[config.mk]
export PLATFORM = sky130hd
export DESIGN_NAME = scrambler_ctrl
export DESIGN_NICKNAME = d
export VERILOG_FILES = /design/src/rtl/scrambler_ctrl.sv
export SDC_FILE = /design/constraint.sdc
export NUM_CORES = 1
export LEC_CHECK = 0
export BUFFER_PORTS_ARGS = -buffer_cell sky130_fd_sc_hd__buf_2
export CORE_ASPECT_RATIO = 0.6
export CORE_UTILIZATION = 45
export CTS_CLUSTER_SIZE = 24
export DETAILED_ROUTE_END_ITERATION = 10
export PLACE_DENSITY = 0.67
export SLEW_MARGIN = 0
export SYNTH_ARGS = -nofsm -noshare
export SYNTH_HDL_FRONTEND = slang
export SYNTH_SLANG_ARGS = --single-unit
[constraint.sdc]
create_clock -name clk -period 5.3 [get_ports clk]
set_input_delay 0.265 -clock clk [delete_from_list [all_inputs] [get_ports clk]]
set_output_delay 0.265 -clock clk [all_outputs]
set_load 0.1 [all_outputs]
[src/rtl/scrambler_ctrl.sv]
// RGB channel-routing controller: manual field editing or auto preset stepping,
// with edits staged in a shadow word and committed only on frame_start.
module scrambler_ctrl #(
  parameter int unsigned FRAMES_PER_STEP = 60
) (
  input  logic       clk,
  input  logic       rst,
  input  logic       btn_sel,
  input  logic       btn_inc,
  input  logic       btn_auto,
  input  logic       frame_start,
  output logic [5:0] control,
  output logic [1:0] cursor,
  output logic       auto_mode,
  output logic       pending
);

  localparam int unsigned CNT_W = (FRAMES_PER_STEP > 1) ? $clog2(FRAMES_PER_STEP) : 1;
  localparam logic [CNT_W-1:0] CNT_LAST = CNT_W'(FRAMES_PER_STEP - 1);
  localparam logic [5:0] IDENTITY = 6'b000110;

  typedef enum logic {MANUAL, AUTO} state_t;

  state_t           state;
  logic [5:0]       shadow;
  logic [5:0]       shadow_nxt;
  logic [CNT_W-1:0] frame_cnt;
  logic [2:0]       preset_idx;
  logic [2:0]       preset_nxt_idx;
  logic             auto_first;

  function automatic logic [5:0] preset(input logic [2:0] idx);
    case (idx)
      3'd0:    preset = 6'b000110;
      3'd1:    preset = 6'b001001;
      3'd2:    preset = 6'b010010;
      3'd3:    preset = 6'b011000;
      3'd4:    preset = 6'b100001;
      3'd5:    preset = 6'b100100;
      3'd6:    preset = 6'b000000;
      default: preset = 6'b001111;
    endcase
  endfunction

  // Manual edit of the field under the (pre-move) cursor; 2-bit add wraps 11->00.
  always_comb begin
    shadow_nxt = shadow;
    if (btn_inc) begin
      case (cursor)
        2'd0:    shadow_nxt[5:4] = shadow[5:4] + 2'd1;
        2'd1:    shadow_nxt[3:2] = shadow[3:2] + 2'd1;
        2'd2:    shadow_nxt[1:0] = shadow[1:0] + 2'd1;
        default: shadow_nxt = shadow;
      endcase
    end
  end

  assign preset_nxt_idx = 3'(preset_idx + 3'd1);
  assign auto_mode      = (state == AUTO);
  // In AUTO the only pending word is the preset 0 waiting for its first commit.
  assign pending        = auto_mode ? auto_first : (shadow != control);

  always_ff @(posedge clk) begin
    if (rst) begin
      state      <= MANUAL;
      shadow     <= IDENTITY;
      control    <= IDENTITY;
      cursor     <= 2'd0;
      frame_cnt  <= '0;
      preset_idx <= 3'd0;
      auto_first <= 1'b0;
    end else begin
      case (state)
        MANUAL: begin
          if (btn_auto) begin
            state      <= AUTO;
            preset_idx <= 3'd0;
            frame_cnt  <= '0;
            shadow     <= preset(3'd0);
            cursor     <= 2'd0;
            auto_first <= 1'b1;
          end else begin
            shadow <= shadow_nxt;
            if (btn_sel) cursor <= (cursor == 2'd2) ? 2'd0 : 2'(cursor + 2'd1);
            if (frame_start) control <= shadow_nxt;
          end
        end
        AUTO: begin
          if (btn_auto) begin
            state      <= MANUAL;
            shadow     <= control;
            cursor     <= 2'd0;
            auto_first <= 1'b0;
          end else if (frame_start) begin
            if (auto_first) begin
              control    <= shadow;
              auto_first <= 1'b0;
            end else if (frame_cnt == CNT_LAST) begin
              frame_cnt  <= '0;
              preset_idx <= preset_nxt_idx;
              shadow     <= preset(preset_nxt_idx);
              control    <= preset(preset_nxt_idx);
            end else begin
              frame_cnt <= CNT_W'(frame_cnt + 1'b1);
            end
          end
        end
        default: state <= MANUAL;
      endcase
    end
  end

endmodule

* Yosys cells after proc, flatten, opt, wreduce, memory -nomap -nowiden
Index checks and enable logic that the tools add are counted.
Operators by class: bitwise gates (word level) 1, $add $sub $neg 6, shift-type cells 0, div/mod/pow operators 0, eq/ne operators 23, muxes and demuxes 42, order comparisons 0, reductions and logical operators 8, $mul 0
Operator list (count):
- two-way mux 6 bit | 16
- one-hot mux 6 bit (7 select lines) | 1
- one-hot mux 6 bit (2 select lines) | 3
- two-way mux 3 bit | 5
- two-way mux 2 bit | 7
- != test 2 bit, second input constant | 7
- AND reduction 5 bit | 2
- == test 3 bit, second input constant | 3
- != test 3 bit, second input constant | 3
- adder 2 x 1 -> 2 bit, second input constant | 4
- adder 6 x 1 -> 6 bit, second input constant | 1
- == test 3 x 2 -> 1 bit, second input constant | 2
- == test 6 bit, second input constant | 1
- two-way mux 1 bit | 6
- != test 6 bit | 1
- one-hot mux 3 bit (2 select lines) | 1
- one-hot mux 1 bit (2 select lines) | 2
- one-hot mux 2 bit (2 select lines) | 1
- AND reduction 2 bit | 2
- AND reduction 4 bit | 1
- adder 3 x 1 -> 3 bit, second input constant | 1
- == test 3 x 1 -> 1 bit, second input constant | 1
- zero test 3 bit | 1
- != test 3 x 1 -> 1 bit, second input constant | 1
- 7 further kinds | 7
Storage, ports and cells: bits in latches 0, register bits after elaboration 25, RAM bits 0, input bits 6, output and inout port bits 10, memory bits (read-only) 0, memories kept 0, word-level logic and storage cells 87

* Longest topological paths before layout
depth in word-level cells 8, mapped depth 7, gate-level depth less buffers 6

* Worst setup path before layout
OpenSTA, ideal clock, no wires.
kind reg2out, start reg state, in the netlist auto_mode, end out pending, arrival 3.274 ns, buffers on the path 2, data required time 5.035 ns, path slack 1.761 ns, cell stages (with the launch flop) 5, path through dfxtp_1 -> buf_2 -> buf_1 -> nor4_1 -> a21oi_1
Between the ends: word-level cells in the longest chain between the ends 1
RTL lines:
- start, declared | line 24 | state_t state;
- start signal, assigned | line 65 | state <= MANUAL;
- start signal, assigned | line 76 | state <= AUTO;
- start signal, assigned | line 90 | state <= MANUAL;
- two-way mux 1 bit | line 61 | assign pending = auto_mode ? auto_first : (shadow != control);
- end, declared | line 15 | output logic pending
Every way passes these cells.

* Final worst setup path
start reg state, in the netlist auto_mode, end reg shadow[4]
Between the ends: word-level cells in the longest chain between the ends 2, elaborated cells between the ends (all ways) 6, classes of those cells eq/ne (3); mux (1); bitwise (1); reduce/logical (1)
RTL lines:
- != test 3 x 2 -> 1 bit (no source line) (tied with other cells)
- AND reduction 3 bit (no source line) / one-hot mux 6 bit (2 select lines) (equally long branches)
- end signal, assigned | line 79 | shadow <= preset(3'd0);
- end signal, assigned | line 83 | shadow <= shadow_nxt;
- end signal, assigned | line 91 | shadow <= control;
- end, declared | line 25 | logic [5:0] shadow;
Several ways; a longest one is shown, not always the timed one. A chain may end at the register's enable or synchronous reset.

==> summary.md <==
| Metric | Value |
|---|---|
| Run status | finished, final reports clean |
| Ys Warns | 0 |
| Power Density | roughly 260 mW/mm2 |
| Num CTS Buffers | 3 |
| I/O Pins | 16 |
| Worst IR drop on VDD | roughly 180 uV |
| Cell Chain, Critical Path | buf_4 > clkinv_1 > nor3_1 > nor2_1 > a311oi_1 |
| Die area | between 0.004 and 0.005 mm2 |
| Post-synth EDFFs | 0 |
| Final Skew | slightly above 0.008 ns |
| Arrival @ worst endpoint | 2.52 ns |
| Worst-margin pin slew | 0.8847 ns |
| Final hold slack | around 0.40 ns |
| Post-synth top area cell | dfxtp_1 |
| Critical path required time | roughly 5.5 ns |
| Top cell type's share of synthesized area | roughly 28% |
| Post-synth ARST share | 0% |
| Placer Congestion | 0.8655 |
| Synth top area cells | dfxtp_1, ha_1, a21oi_1, nor3_1, xor2_1 |
| Syn Inst Count | 215 |
| Part of the cycle the worst path needs | 43.86% |
| Final-stage net count | roughly 240 |
| Buf+Inv Stages, Crit Path | 2 |
| Number of fill cells | between 300 and 400 |
| Final setup viols | 0 |
| Power, Total | roughly 500 uW |
| Vias per cell | 6.387 |
| Leakage | about 0.00069 uW |
| CTS tree | done |
| Maximum clock frequency | 430.2 MHz |
| Drt pass-1 iters | 6 |
| Crit path time final | about 2.3 ns |
| Initial antenna violation count | 0 |
| Slowest-stage cell, CP | dfxtp_1 |
| Slowest stage delay, CP | between 0.5 and 0.6 ns |
| Post-route core utilization | around 51% |
| CTS root buf | clkbuf_8 |
| Yosys reg bits | 25 |
| Largest net degree at the start of global routing | 32 |
| Drt first-iter violations | 178 |
| Synth Flop Type | dfxtp_1 |
| Hold WC Path Type | input pin to register |
| Crit-path leading delay family | simple AND/OR/NAND/NOR gates |
| Syn avg cell area | slightly above 8 um2 |
| Via count | roughly 1700 |
| RSZ-0062 raised after global routing | false |
| Non-Filler Instances | ~270 |
| Final ANT Viol Nets | 0 |
| Die X-Extent | ~83 um |
| Remaining global-route overflow | 0 |
| Total Routing Usage GR | between 20% and 30% |
| Synth unique cells | 55 |
| Sequential fraction of the synthesis area | 28.13% |
| Clock transition at the registers of the reported paths | ~0.1 ns |
| Hold Vio Cnt, Final | 0 |
| I/O Buffers | 15 |
| Synth Cell Area | roughly 0.0018 mm2 |
| DRC Markers | 0 |
| Number of H-tree levels | 1 |
| Final Max Tran Viols | 0 |
| Synth-to-layout area growth | 7.454% |
| Clk sink count | 25 |
| CP endpoint kind | register |
| Slew margin rel. | roughly two fifths |
| PostCTS Resize Cnt | 0 |
| Max-Cap Viols | 0 |
| Dpl cells | roughly 270 |
| Vias in the first global route | around 1500 |
| Cts hold-fix bufs | 0 |
| HPWL Detailed | around 3500 um |
| Core area | 0.003722 mm2 |
| Crit path max fanout | 24 |
| Initial core utilization | ~48% |
| First-pass GRT wire length | between 7000 and 8000 um |
| Count of standard-cell rows | 17 |
| Die Y-Extent | between 50 and 60 um |
| N_diodes | 0 |
| WL final | ~4800 um |
| Clock latency on the worst-skew pair | 0.28 ns |
| DR WL/cell | roughly 18 um |
| Share of layout cells above drive strength 1 | between 10% and 20% |
| Syn nets | between 200 and 250 |
| Postcts setup bufs | 0 |
| WS Path Type | register to register |
| Startpoint class of the critical path | register |
| Fin Setup TNS | 0 ns |
| CTS Buffer Depth | 2 |
## flip-flops by register name (all words and copies together) (netlist names)
name        cells
cursor          2
shadow          6
control         6
frame_cnt       6
preset_idx      3
auto_mode       1
auto_first      1
## worst paths after layout
path	slack [ns]	cells after the start	from	endpoint
setup / recovery	2.98	5	auto_mode	shadow[4]
hold / removal	0.40	4	btn_sel	cursor[1]
setup reg to reg	2.98	5	auto_mode	shadow[4]
hold reg to reg	0.48	2	frame_cnt[1]	frame_cnt[1]
## logic make-up after synthesis
group	Yosys count	share of synthesized area [%]
AO/OA/AOI/OAI	73	29.61
XOR/XNOR	13	6.399
adder cells (fa/ha/maj)	10	7.032
buffers and inverters	20	4.571
flip-flops	25	28.13
multiplexers	1	0.5626
AND/OR/NAND/NOR	73	23.70
## cell usage in the layout (no fill, tap or decap), drive strengths merged, types with 3 or more instances in the layout
master   count
a311oi       6
inv          6
o21ai        9
nand2b       5
or2          3
buf         16
xnor2        5
nand3        8
nor2        11
dfxtp       25
o2bb2ai      3
ha          10
a31o         3
xor2         8
nand2        9
nand3b       4
a31oi        4
nand4b       3
a21oi       15
a211oi       9
nor3        14
a21boi       3
o31ai        4
or3          4
clkbuf       3
## cell type report
cell class / instances / area [um2] / share of cell area [%]
multi-input combinational: 170 / 1197 / 62.63
sequential: 25 / 500.5 / 26.18
timing repair buffer: 16 / 82.58 / 4.319
tap: 47 / 58.81 / 3.076
clock buffer: 3 / 41.29 / 2.160
inverter: 7 / 26.28 / 1.374
clock inverter: 1 / 5.005 / 0.2618
## where the power goes
part / internal (uW) / switching [uW] / leakage [uW]
sequential: 199 / 19.5 / 0.000204
clock: 52.9 / 69.9 / 0.0000255
combinational: 42.3 / 117 / 0.000458
## cell usage after synthesis (3+ instances only)
master,instances
nand2b_1,5
a21boi_0,3
buf_2,4
o21ai_0,8
dfxtp_1,25
o2bb2ai_1,3
or3_1,4
clkbuf_1,6
nor3_1,14
nand3_1,8
inv_1,6
a31o_2,3
xor2_1,8
nand4b_1,3
ha_1,10
nor2_1,11
xnor2_1,5
a21oi_1,15
a31oi_1,4
nand3b_1,3
nand2_1,9
a311oi_1,6
o31ai_1,4
a211oi_1,8
or2_2,3
## routing by layer
layer | wire length [um] | global-route usage [%]
met5 | 0 | 0
met1 | 2515 | 37.79
met3 | 505 | 5.428
met2 | 1803 | 33.47
met4 | 10 | 2.874
## tightest hold or removal path, delay by kind of cell
family          cells  cell delay, ns
simple gates        2            0.14
compound gates      1            0.15
buf+inv             1            0.08
## stage by stage
step	setup slack (ns)	instance area (um2)
final	2.976	1912
after global routing	2.806	1912
after CTS	2.983	1912
after detailed placement	3.027	1866
after global placement	3.066	1866
after floorplan	1.761	1779
No activity file was read; power rests on OpenSTA's default activity.
